### src/rtl/bsram_port_arbiter.sv
// rtl/bsram_port_arbiter.sv - imem/dmem arbiter sharing one single-port BSRAM with 1-cycle read latency
// dmem has priority; imem wins once it has stalled STARVE_MAX consecutive cycles.
module bsram_port_arbiter #(
  parameter int ADDR_W     = 12,
  parameter int DATA_W     = 32,
  parameter int STARVE_MAX = 4
) (
  input  logic                clk,
  input  logic                rst_n,
  input  logic                imem_req,
  input  logic [ADDR_W-1:0]   imem_addr,
  output logic                imem_gnt,
  output logic                imem_rvalid,
  output logic [DATA_W-1:0]   imem_rdata,
  input  logic                dmem_req,
  input  logic                dmem_we,
  input  logic [DATA_W/8-1:0] dmem_be,
  input  logic [ADDR_W-1:0]   dmem_addr,
  input  logic [DATA_W-1:0]   dmem_wdata,
  output logic                dmem_gnt,
  output logic                dmem_rvalid,
  output logic [DATA_W-1:0]   dmem_rdata,
  output logic                mem_en,
  output logic                mem_we,
  output logic [DATA_W/8-1:0] mem_be,
  output logic [ADDR_W-1:0]   mem_addr,
  output logic [DATA_W-1:0]   mem_wdata,
  input  logic [DATA_W-1:0]   mem_rdata
);

  localparam int         BE_W       = DATA_W / 8;
  localparam logic [3:0] STARVE_LIM = 4'(STARVE_MAX);

  typedef enum logic [1:0] {OWN_NONE, OWN_IMEM, OWN_DMEM} owner_e;

  owner_e            rd_owner_q, rd_owner_d;
  logic [3:0]        starve_q, starve_d;
  logic [DATA_W-1:0] imem_hold_q, imem_hold_d;
  logic [DATA_W-1:0] dmem_hold_q, dmem_hold_d;
  logic              imem_win, dmem_win;

  // Grants are gated by rst_n so nothing reaches the RAM while reset is held.
  always_comb begin
    imem_win = 1'b0;
    dmem_win = 1'b0;
    if (rst_n) begin
      if (dmem_req && !(imem_req && (starve_q == STARVE_LIM))) begin
        dmem_win = 1'b1;
      end else if (imem_req) begin
        imem_win = 1'b1;
      end
    end
  end

  assign imem_gnt  = imem_win;
  assign dmem_gnt  = dmem_win;
  assign mem_en    = imem_win | dmem_win;
  assign mem_we    = dmem_win & dmem_we;
  assign mem_be    = mem_we ? dmem_be : (mem_en ? {BE_W{1'b1}} : {BE_W{1'b0}});
  assign mem_addr  = dmem_win ? dmem_addr : imem_addr;
  assign mem_wdata = dmem_wdata;

  // A return landing in a reset cycle is dropped by qualifying rvalid with rst_n.
  always_comb begin
    rd_owner_d  = OWN_NONE;
    imem_rvalid = rst_n && (rd_owner_q == OWN_IMEM);
    dmem_rvalid = rst_n && (rd_owner_q == OWN_DMEM);
    if (imem_win) begin
      rd_owner_d = OWN_IMEM;
    end else if (dmem_win && !dmem_we) begin
      rd_owner_d = OWN_DMEM;
    end
  end

  always_comb begin
    starve_d = starve_q;
    if (imem_win) begin
      starve_d = 4'd0;
    end else if (imem_req && (starve_q != STARVE_LIM)) begin
      starve_d = starve_q + 4'd1;
    end
  end

  assign imem_hold_d = imem_rvalid ? mem_rdata : imem_hold_q;
  assign dmem_hold_d = dmem_rvalid ? mem_rdata : dmem_hold_q;
  assign imem_rdata  = imem_hold_d;
  assign dmem_rdata  = dmem_hold_d;

  always_ff @(posedge clk) begin
    if (!rst_n) begin
      rd_owner_q  <= OWN_NONE;
      starve_q    <= 4'd0;
      imem_hold_q <= '0;
      dmem_hold_q <= '0;
    end else begin
      rd_owner_q  <= rd_owner_d;
      starve_q    <= starve_d;
      imem_hold_q <= imem_hold_d;
      dmem_hold_q <= dmem_hold_d;
    end
  end

endmodule

### config.mk
export PLATFORM = sky130hd
export DESIGN_NAME = bsram_port_arbiter
export DESIGN_NICKNAME = d
export VERILOG_FILES = /design/src/rtl/bsram_port_arbiter.sv
export SDC_FILE = /design/constraint.sdc
export NUM_CORES = 1
export LEC_CHECK = 0
export CAP_MARGIN = 30
export CORE_MARGIN = 1
export CORE_UTILIZATION = 38
export DETAILED_ROUTE_END_ITERATION = 8
export HOLD_SLACK_MARGIN = 0.12
export MAX_ROUTING_LAYER = met4
export PLACE_DENSITY = 0.82
export SETUP_SLACK_MARGIN = 0.1
export SLEW_MARGIN = 15
export SYNTH_ARGS = -nofsm -noshare
export SYNTH_HDL_FRONTEND = slang
export SYNTH_SLANG_ARGS = --single-unit
export TNS_END_PERCENT = 20
### constraint.sdc
create_clock -name clk -period 2.3 [get_ports clk]
set_input_delay 0.69 -clock clk [delete_from_list [all_inputs] [get_ports clk]]
set_output_delay 0.69 -clock clk [all_outputs]
set_load 0.1 [all_outputs]
# After elaboration in Yosys (flattened, before gate mapping)
# Cells that the tools add are included.
[word_totals]
ff_bits = 70
in_bits = 97
out_inout_bits = 118
elab_cells = 34
[op_classes]
n_addsub = 1
n_eq_ne = 4
n_mux = 12
n_bitwise = 3
n_reduce_logical = 9
[ops]
columns = ["operator", "n"]
rows = [
  ["two-way mux 32 bit", 2],
  ["two-way mux 12 bit", 1],
  ["two-way mux 4 bit", 2],
  ["logical AND 1 bit", 6],
  ["two-way mux 1 bit", 6],
  ["adder 4 x 1 -> 4 bit, second input constant", 1],
  ["== test 4 x 3 -> 1 bit, second input constant", 1],
  ["!= test 4 x 3 -> 1 bit, second input constant", 1],
  ["== test 2 x 1 -> 1 bit, second input constant", 1],
  ["== test 2 bit, second input constant", 1],
  ["logical NOT 1 bit", 2],
  ["two-way mux 2 bit", 1],
  ["OR reduction 2 bit", 1],
  ["AND 1 bit", 1],
  ["inverter 1 bit", 1],
  ["bitwise OR 1 bit", 1],
]

# Logic depth before layout (Yosys ltp)
# Gate-level depths: netlist (run 1).
[logic_depth]
ltp_word = 9
depth_mapped = 7
depth_no_buf = 5

# Worst setup path before layout (run 1)
# OpenSTA, ideal clock, no wires.
[synth_path]
kind = "input -> output"
start = "in imem_req"
end = "out mem_be[0]"
arrival_ns = 2.892
required_ns = 1.610
setup_slack_ns = -1.282
path_stages = 5
n_path_buf = 2
cell_sequence = "nand4b_1 and3_1 buf_4 buf_6 a31oi_1"
[synth_via]
elab_chain_len = 8
word_cells_on_any_way = 12
classes_between = "7 x mux; 2 x bitwise; 3 x reduce/logical"
[synth_lines]
columns = ["element", "line_no", "source"]
rows = [
  ["start: declaration", "10", "input logic imem_req,"],
  ["logical AND 1 bit *", "47", "if (dmem_req && !(imem_req && (starve_q == STARVE_LIM))) begin"],
  ["logical NOT 1 bit *", "47", ""],
  ["logical AND 1 bit *", "47", ""],
  ["two-way mux 1 bit *", "47", ""],
  ["two-way mux 1 bit *", "46", "if (rst_n) begin"],
  ["net dmem_gnt", "20", "output logic dmem_gnt,"],
  ["bitwise OR 1 bit", "57", "assign mem_en = imem_win | dmem_win;"],
  ["two-way mux 4 bit", "59", "assign mem_be = mem_we ? dmem_be : (mem_en ? {BE_W{1'b1}} : {BE_W{1'b0}});"],
  ["two-way mux 4 bit *", "59", ""],
  ["end: declaration", "25", "output logic [DATA_W/8-1:0] mem_be,"],
]
# The timed path passes the listed nets; every way through them passes the cells marked *.

# Worst setup path in the final report (run 1)
[layout_path]
start = "reg starve_q[0]"
end = "out mem_be[3]"
[layout_via]
elab_chain_len = 9
word_cells_on_any_way = 12
classes_between = "1 x eq/ne; 6 x mux; 2 x bitwise; 3 x reduce/logical"
[layout_lines]
columns = ["element", "line_no", "source"]
rows = [
  ["start: declaration", "37", "logic [3:0] starve_q, starve_d;"],
  ["start signal: assignment", "97", "starve_q <= starve_d;"],
  ["== test 4 x 3 -> 1 bit *", "47", ""],
  ["logical AND 1 bit *", "47", ""],
  ["logical NOT 1 bit *", "47", ""],
  ["logical AND 1 bit *", "47", ""],
  ["two-way mux 1 bit", "47", ""],
  ["two-way mux 1 bit", "46", ""],
  ["bitwise OR 1 bit", "57", ""],
  ["two-way mux 4 bit", "59", ""],
  ["two-way mux 4 bit *", "59", ""],
]
# Every way passes the cells marked *; elsewhere a longest branch is shown, timed or not.

==> results.toml, run 1 <==
[run_status]
status = "complete, but fails checks"
violations = "DRC, setup timing"

[critical_path]
path_max_fanout = 8
cp.arrival_ns = 1.88
regToRegSetupSlack_ns = 0.81
cp_data_required_time_ns = 1.61
path_class = "reg2out"
end_kind = "output pin"
cp-start-kind = "register"

[global_route]
grt.overflow.total = 0
grt_max_degree = 38
grt_pass1_wl_mm = 15.2
antenna_found_initial = 0
grt_pass1_vias = 2921
grtUsageTotal_pct = 21.1

[detailed_routing]
post_drt_wl_per_cell_um = 17.2
firstDrtPassIters = 8
drtAntennaViolNets = 0
wirelength_mm = 9.50
drc_errors = 13
viasPerCell = 4.81
vias = 2657
drt_iter0_markers = 65

[floorplan]
fp.dieW_um = 98.3
dieArea_sq_um = 9670
core_sq_um = 8850
start_util_pct = 39.8
core.rowCount = 34
fp.dieH_um = 98.3
ios = 215

[synthesis]
synth.area.top_cells = "dfxtp_1 (40%), mux2_4 (26%), and2_1 (12%), buf_4 (7.0%), mux2_2 (4.8%)"
yosys_warnings = 0
synthCells = 300
ys_types = 25
ys_dominant_reg_cell = "dfxtp_1"
avgSynthCellArea_sq_um = 11.8
syn_area_sq_um = 3530
synthesis.nets = 399
ys_seq_area_share_pct = 39.7
ys_seq_elements = 70
synth_top_area_cell = "dfxtp_1"
yosys.area.top_type_share_pct = 39.7
synth_edf_count = 0
async_flop_share_pct = 0

[clock_network]
clk-insertion-delay-late_ns = 0.34
clk_pin_slew_ns = 0.07
cts_tree = "done"
cts_buffers = 9
cts_root_buf = "clkbuf_8"
clockBufferDepth = 2
h-tree-depth = 3
clkSinkCount = 70

[final_layout]
area_delta_synth_final_pct = 81.5
fin_nets = 538
drive_above_1_share_pct = 50.7
fillCellCount = 552
diodes = 0

[sta]
tightest_slew_ns = 0.265
slew_violations = 0
setup_slack_ns = -0.266
fin_crit_sh_pct = 112
finClkSkew_ns = 0.0102
timing.setup.tns_ns = -4.87
layout_min_cycle_time_ns = 2.57
rsz0062_at_grt = "yes"
maxSlewHeadroom_pct = 82.1
fmax_mhz = 390
setup_violations = 49
hold_violations = 0

[placement]
gp_congestion = 0.778
dp_hpwl_mm = 7.22
portBuffers = 150

[worst_hold_path]
min_path_type = "reg2reg"

[power_and_ir_drop]
total_power_uw = 3540
vdd_drop_max_uv = 352
leakage_uw = 0.00296
powerDensity_nw_per_um2 = 553

[flow_run]
cap_violations = 0
-- repair_timing --
item	4_1_cts	5_1_grt
buffers inserted	8	1
pin swaps	7	4
gates cloned	1	0
endpoints found under the setup margin	85	83
hold buffers	0	0
resized for setup	59	4
-- flip-flops by register name, summed over array words and instances, names as in the netlist --
name,count
imem_hold_q,32
starve_q,4
dmem_hold_q,32
rd_owner_q,2
-- cell families (layout without fill, tap and decap cells) --
logic type | Yosys count | in the layout | share of synthesized area [%]
AOI/OAI and AO/OA | 10 | 10 | 1.95
adders and majority gates | 2 | 2 | 0.710
buffers and inverters | 59 | 203 | 11.3
and+or+nand+nor | 83 | 83 | 15.5
muxes | 76 | 76 | 30.8
DFF | 70 | 70 | 39.7
-- report_power, final --
part           internal, uW  switching [uW]
Sequential             1240            8.87
Clock                   670             464
Combinational           489             673
Total                  2400            1150
-- through the flow --
stage	util [%]	cell area [sq um]	setup slack, ns	instances	hold WS, ns
after floorplan	-	3620	-0.236	300	0.461
after detailed placement	67.5	5980	-0.551	528	0.505
final	72.3	6400	-0.266	552	0.538
after global routing	72.3	6400	-0.351	552	0.561
after global placement	67.5	5980	-0.517	528	0.492
after CTS	72.6	6430	-0.331	553	0.525
-- cells in the final DEF (no fill, tap or decap), types with 3 or more instances in the layout --
master,Yosys,routed
buf_6,7,6
inv_1,10,7
buf_12,0,95
a31oi_4,0,4
buf_4,33,11
clkbuf_8,0,11
nand3_1,3,3
dfxtp_1,70,66
dlymetal6s2s_1,0,3
dlygate4sd2_1,0,14
dfxtp_2,0,4
mux2_4,61,76
and2_1,65,64
clkdlybuf4s50_1,0,44
nand4b_1,3,3
-- worst max-delay path, cell delays in order, from the launching register on --
cell      delay, ns
dfxtp_2        0.33
inv_2          0.08
ha_4           0.14
nand4b_1       0.10
and3_4         0.21
buf_12         0.14
buf_6          0.12
a31oi_4        0.20
buf_12         0.20
-- layer usage --
metal / part of all wire (%) / up-vias / wire length [um] / GRT usage, %
li1: - / 1246 / - / -
met1: 36 / 1240 / 3390 / 20.7
met2: 53 / 152 / 5060 / 37.8
met3: 9.1 / 19 / 864 / 7.09
met4: 2.0 / 0 / 187 / 9.41
met5: 0 / - / 0 / -
-- cell usage after synthesis (2+ instances only) --
cell type	n
a31oi_1	5
and2_1	65
and3_1	3
buf_4	33
buf_6	7
clkbuf_1	8
dfxtp_1	70
ha_1	2
inv_1	10
mux2_2	15
mux2_4	61
nand2_1	3
nand3_1	3
nand3b_4	2
nand4b_1	3
-- cell type report --
class / instances / area [sq um] / share of cell area (%)
Inverter: 10 / 41.3 / 0.645
Clock inverter: 5 / 81.3 / 1.27
Timing Repair Buffer: 177 / 2700 / 42.2
Tap cell: 108 / 135 / 2.11
Sequential cell: 70 / 1410 / 22.0
Multi-Input combinational cell: 171 / 1880 / 29.4
Clock buffer: 11 / 151 / 2.37
-- final timing paths --
check | start | to | cells past startpoint
max reg2reg | starve_q[0] | rd_owner_q[1] | 8
max | starve_q[0] | mem_be[3] | 8
min | starve_q[3] | starve_q[3] | 1
min reg2reg | starve_q[3] | starve_q[3] | 1
Power figures use the tool's default switching activity.
==> inputs of run 2 (changes only) <==
--- a/config.mk
+++ b/config.mk
@@ -6,12 +6,13 @@
 export NUM_CORES = 1
 export LEC_CHECK = 0
 export CAP_MARGIN = 30
-export CORE_MARGIN = 1
-export CORE_UTILIZATION = 38
+export CORE_AREA = 2 2 82 84
 export DETAILED_ROUTE_END_ITERATION = 8
+export DIE_AREA = 0 0 84 86
+export DONT_BUFFER_PORTS = 1
 export HOLD_SLACK_MARGIN = 0.12
 export MAX_ROUTING_LAYER = met4
-export PLACE_DENSITY = 0.82
+export PLACE_DENSITY = 0.71
 export SETUP_SLACK_MARGIN = 0.1
 export SLEW_MARGIN = 15
 export SYNTH_ARGS = -nofsm -noshare
==> run 2 against run 1 <==
Against the previous run: sequential cell count stayed put; register-to-register slack worse by 0.09 ns; clock power hardly changed; the run ends with setup timing left; core utilization is 1.9 points lower; final cell count is 30% lower; worst setup slack worse by 0.0086 ns; design area is 31% lower; sequential power hardly changed; power is 9.7% lower; clock-buffer cell count is 1 lower; fmax is 0.34% lower.
==> results.toml, run 2 (synthesized netlist as in run 1, its figures left out) <==
[critical_path]
slowest_delay_ns = 0.34
cp_data_required_time_ns = 1.61
cp.arrival_ns = 1.88
cp-start-kind = "register"
end_kind = "output pin"
crit_chain = "inv_2 -> ha_4 -> nand4b_1 -> and3_4 -> buf_6 -> clkbuf_16 -> mux2_4 -> buf_12"
path_max_fanout = 4
path_class = "reg2out"
cp_slowest_cell = "dfxtp_2"

[sta]
rsz0062_at_grt = "yes"
layout_min_cycle_time_ns = 2.57
slew_violations = 0
setup_violations = 18
fmax_mhz = 388
fin_crit_sh_pct = 112
hold_violations = 0
tightest_slew_ns = 0.543
finClkSkew_ns = 0.0102
maxSlewHeadroom_pct = 63.8
setup_slack_ns = -0.274

[clock_network]
clkSinkCount = 70
h-tree-depth = 3
cts_tree = "done"
clk_pin_slew_ns = 0.07
clk-insertion-delay-late_ns = 0.33
clockBufferDepth = 2
cts_root_buf = "clkbuf_8"
ctsHoldBuffers = 0
cts_buffers = 9

[floorplan]
core.rowCount = 29
ios = 215
fp.dieW_um = 84
fp.dieH_um = 86
start_util_pct = 56.2
core_sq_um = 6280
dieArea_sq_um = 7220

[power_and_ir_drop]
pwr-share-clk_pct = 34.6
p_int_uw = 2150
switchingPower_uw = 1050
comb_power_share_pct = 26.5
leakage_uw = 0.00209
p_seq_share_pct = 38.9
vdd_drop_max_uv = 602
switching_share_pct = 32.9
powerDensity_nw_per_um2 = 724

[run_status]
violations = "setup timing"
status = "complete, but fails checks"

[detailed_routing]
wl_met2_mm = 3.50
firstDrtPassIters = 6
top_layer = "met4"
wirelength_mm = 6.83
vias = 2072
drt_iter0_markers = 71
wl_met3_um = 526
met1_length_mm = 2.68
drtAntennaViolNets = 0
viasPerCell = 5.33
post_drt_wl_per_cell_um = 17.6
drc_errors = 0

[final_layout]
layout_commonest_cell = "mux2_4"
seq_area_sq_um = 1410
multi_input_area_sq_um = 1860
drive_above_1_share_pct = 50.0
fin_nets = 406
area_delta_synth_final_pct = 25.3
fillCellCount = 429
diodes = 0
reg.largest.list = "dmem_hold_q x32, imem_hold_q x32, starve_q x4"
instances_no_fill = 389
final_cell_mix = "mux2_4 (70), dfxtp_1 (66), and2_1 (64), buf_12 (32), clkbuf_8 (10)"

[global_route]
grt_max_degree = 77
grt.overflow.total = 0
antenna_found_initial = 0
grt_pass1_wl_mm = 10.5
grt_pass1_vias = 2196
grtUsageTotal_pct = 18.8

[placement]
post-place-ws_ns = -0.0742
dp_hpwl_mm = 4.89
dp_cells = 363
gp_congestion = 0.726
portBuffers = 0

[worst_hold_path]
min_path_type = "in2reg"

[flow_run]
cap_violations = 0
-- run 2: changes by cell type in the layout (fill, tap and decap cells not counted), moves of 2 or more --
cell	change
dlymetal6s2s_1	-3
buf_8	-2
buf_6	-3
buf_12	-63
dlygate4sd2_1	-14
mux2_2	+6
buf_4	-3
clkdlybuf4s15_1	-2
clkdlybuf4s50_1	-44
mux2_4	-6
-- run 2: path summary, 6_finish.rpt --
path                                     from             end  slack (ns)  cells past startpoint
worst max register to register  rd_owner_q[1]  imem_hold_q[3]        0.72                      4
worst min-delay path                  dmem_we   rd_owner_q[1]        0.43                      1
worst max-delay path              starve_q[0]     mem_addr[1]       -0.27                      8
worst min register to register    starve_q[3]     starve_q[3]        0.51                      1
-- run 2: stage by stage --
| stage | instance area (sq um) | utilization (%) | TNS (ns) | total power, uW | hold WS (ns) |
|---|---|---|---|---|---|
| floorplan | 3620 | - | -1.71 | 2200 | 0.461 |
| global placement | 3980 | 63.4 | -0.385 | 2070 | 0.479 |
| detailed placement | 3980 | 63.4 | -0.553 | 2080 | 0.498 |
| CTS | 4320 | 68.8 | -5.02 | 3210 | 0.414 |
| global route | 4420 | 70.4 | -7.57 | 3320 | 0.405 |
| finish | 4420 | 70.4 | -4.11 | 3200 | 0.426 |
-- run 2: worst max-delay path: cells and delay by family, from the launching register on --
| kind | cells | cell delay, ns |
|---|---|---|
| buf+inv | 4 | 0.48 |
| fa+ha+maj | 1 | 0.15 |
| simple gates | 2 | 0.28 |
| flops | 1 | 0.34 |
| mux | 1 | 0.31 |
-- run 2: final cells by class --
class / instances / share of cell area, %
well taps: 77 / 2.18
clock buffers: 10 / 3.11
flip-flops and latches: 70 / 31.8
multi-input cells: 171 / 42.0
clock inverters: 6 / 2.10
inverters: 10 / 0.934
repair buffers: 45 / 17.8
-- run 2: routing by layer --
| metal | vias to the layer above | GRT usage (%) |
|---|---|---|
| met5 | - | - |
| met4 | 0 | 7.48 |
| met3 | 23 | 5.68 |
| met2 | 93 | 31.9 |
| met1 | 976 | 20.8 |
| li1 | 980 | - |
-- run 2: timing repair --
action / CTS / global route
pin swaps: 3 / 6
buffers inserted: 4 / 4
gates cloned: 1 / 1
resized for setup: 16 / 12
setup endpoints to repair: 80 / 80
-- run 2: power by group through the flow --
stage                     registers [uW]  logic [uW]  clock network, uW
after CTS                           1250         829               1130
after detailed placement            1270         807                  0
after global routing                1250         866               1200
final                               1250         847               1110
after global placement              1270         802                  0
after floorplan                     1270         930                  0
==> inputs of run 3 (changes only) <==
--- a/config.mk
+++ b/config.mk
@@ -5,15 +5,15 @@
 export SDC_FILE = /design/constraint.sdc
 export NUM_CORES = 1
 export LEC_CHECK = 0
+export ABC_AREA = 1
 export CAP_MARGIN = 30
-export CORE_AREA = 2 2 82 84
+export CORE_AREA = 2 2 84 86
 export DETAILED_ROUTE_END_ITERATION = 8
-export DIE_AREA = 0 0 84 86
+export DIE_AREA = 0 0 86 88
 export DONT_BUFFER_PORTS = 1
 export HOLD_SLACK_MARGIN = 0.12
 export MAX_ROUTING_LAYER = met4
-export PLACE_DENSITY = 0.71
-export SETUP_SLACK_MARGIN = 0.1
+export PLACE_DENSITY = 0.66
 export SLEW_MARGIN = 15
 export SYNTH_ARGS = -nofsm -noshare
 export SYNTH_HDL_FRONTEND = slang
==> run 3 against run 2 <==
Against the previous run: the run still ends with setup timing left; clock-buffer cell count decreased by 1; global-route usage grew 7.1 points; clock power down 14%; final cell count increased by 67%; core utilization grew 15 points; area after synthesis is 3.2% lower; register-to-register slack improved by 0.09 ns; via count grew 58%; sequential share of layout area shrank 7.0 points; worst setup slack better by 0.14 ns; combinational power rose by 62%; critical path type unchanged.
==> results.toml, run 3 <==
[critical_path]
end_kind = "output pin"
cp_data_required_time_ns = 1.61
cp-start-kind = "register"
path_max_fanout = 5
path_class = "reg2out"
cp.arrival_ns = 1.74

[placement]
dp_cells = 630
post-place-ws_ns = -0.0560
dp_hpwl_mm = 6.76
gp_congestion = 0.785
portBuffers = 0

[worst_hold_path]
min_path_type = "in2reg"

[sta]
hold_ws_ns = 0.398
finClkSkew_ns = 0.0113
fin_crit_sh_pct = 106
slew_violations = 0
maxSlewHeadroom_pct = 54.3
fmax_mhz = 411
layout_min_cycle_time_ns = 2.43
hold_violations = 0
tightest_slew_ns = 0.685
setup_violations = 66
setup_slack_ns = -0.132
timing.setup.tns_ns = -4.55
rsz0062_at_grt = "yes"

[detailed_routing]
drtAntennaViolNets = 0
post_drt_wl_per_cell_um = 15.6
vias = 3273
viasPerCell = 5.04
drc_errors = 0
firstDrtPassIters = 4
wirelength_mm = 10.1
drt_iter0_markers = 150

[final_layout]
fillCellCount = 334
drive_above_1_share_pct = 45.3
diodes = 0
fin_nets = 664
instances_no_fill = 650
final_core_util_pct = 85.4
final_cell_mix = "buf_12 (75), inv_1 (69), nor2_1 (69), dfxtp_1 (66), nand2_1 (57)"
area_delta_synth_final_pct = 66.3
reg.largest.list = "dmem_hold_q x32, imem_hold_q x32, starve_q x4"
multi_input_area_sq_um = 1820
seq_area_sq_um = 1410
layout_commonest_cell = "buf_12"

[synthesis]
synth_common_cells = "inv_1 (106), nand2_1 (92), nor2_1 (71)"
ys_types = 20
synth.area.top_cells = "dfxtp_1 (41%), inv_1 (12%), nand2_1 (10%), o21ai_1 (9.1%), nor2_1 (7.8%)"
synth_edf_count = 0
synthCells = 510
async_flop_share_pct = 0
syn_area_sq_um = 3410
yosys_warnings = 0
yosys.area.top_type_share_pct = 41.1
ys_seq_area_share_pct = 41.1
avgSynthCellArea_sq_um = 6.69
ys_dominant_reg_cell = "dfxtp_1"
synthesis.nets = 609
ys_seq_elements = 70
synth_top_area_cell = "dfxtp_1"
yosysMostFrequentCell = "inv_1"

[floorplan]
start_util_pct = 51.4
core_sq_um = 6640
fp.dieW_um = 86
core.rowCount = 30
ios = 215
dieArea_sq_um = 7570
fp.dieH_um = 88

[power_and_ir_drop]
vdd_drop_max_uv = 453
powerDensity_nw_per_um2 = 632
leakage_uw = 0.00285

[clock_network]
cts_root_buf = "clkbuf_8"
clkSinkCount = 70
cts_tree = "done"
clk_pin_slew_ns = 0.08
clk-insertion-delay-late_ns = 0.34
ctsHoldBuffers = 0
h-tree-depth = 3
clockBufferDepth = 2
cts_buffers = 9

[run_status]
violations = "setup timing"
status = "complete, but fails checks"

[global_route]
antenna_found_initial = 0
grtUsageTotal_pct = 25.9
grt_max_degree = 67
grt_pass1_vias = 3236
grt.overflow.total = 0
grt_pass1_wl_mm = 14.9

[flow_run]
cap_violations = 0
[run 3: repair_timing]
action                                  in CTS  in global routing
cloned                                       1                  0
endpoints found under the setup margin      58                 78
pin swaps                                   16                  8
hold endpoints to repair                     0                  0
gates resized for setup                     55                 80
buffers inserted                             3                  0
[run 3: worst paths after layout]
path                    from              end  slack, ns  cells past startpoint
max              starve_q[1]      mem_addr[0]      -0.13                      8
min                  dmem_we    rd_owner_q[1]       0.40                      1
max reg2reg      starve_q[1]      starve_q[3]       0.81                     11
min reg2reg  imem_hold_q[27]  imem_hold_q[27]       0.53                      4
[run 3: worst max-delay path, cell delays in order, from the launching register on]
cell and delay, ns:
dfxtp_2 0.33, inv_2 0.06, ha_4 0.14, nand4_1 0.18, nand3_4 0.21, buf_6 0.15
nand2_1 0.07, nand2_2 0.08, buf_12 0.17
[run 3: final cells by class]
cell class                 count  share of cell area, %
clock buffer                   9                   2.18
clock inverter                 7                   1.15
inverter                     109                   8.03
multi-input combinational    276                   32.1
sequential                    70                   24.8
tap                           80                   1.76
timing repair buffer          99                   30.0
[run 3: through the flow]
step	area (sq um)	total power [uW]
final	5670	3590
after global routing	5670	3700
after CTS	5470	3550
after detailed placement	5020	2580
after global placement	5020	2560
after floorplan	3670	2450
[run 3: cells by family after synthesis]
logic type / synth area share [%]
buffers and inverters: 22.3
AO/OA/AOI/OAI: 10.3
flip-flops: 41.1
AND/OR/NAND/NOR: 25.4
adder cells (fa/ha/maj): 0.733
XOR/XNOR: 0.257
[run 3: routing by layer]
| metal | share of wire [%] | track usage [%] | routed length [um] | vias to the layer above |
|---|---|---|---|---|
| li1 | - | - | - | 1566 |
| met1 | 33 | 25.4 | 3350 | 1528 |
| met2 | 57 | 48.8 | 5800 | 154 |
| met3 | 7.6 | 7.82 | 767 | 25 |
| met4 | 1.9 | 8.37 | 197 | 0 |
| met5 | 0 | - | 0 | - |
[run 3: where the power goes]
part / internal, uW / switching [uW] / total, uW / leakage (uW)
Clock: 492 / 460 / 953 / 0.0000948
Sequential: 1250 / 12.1 / 1260 / 0.000570
Combinational: 416 / 954 / 1370 / 0.00219
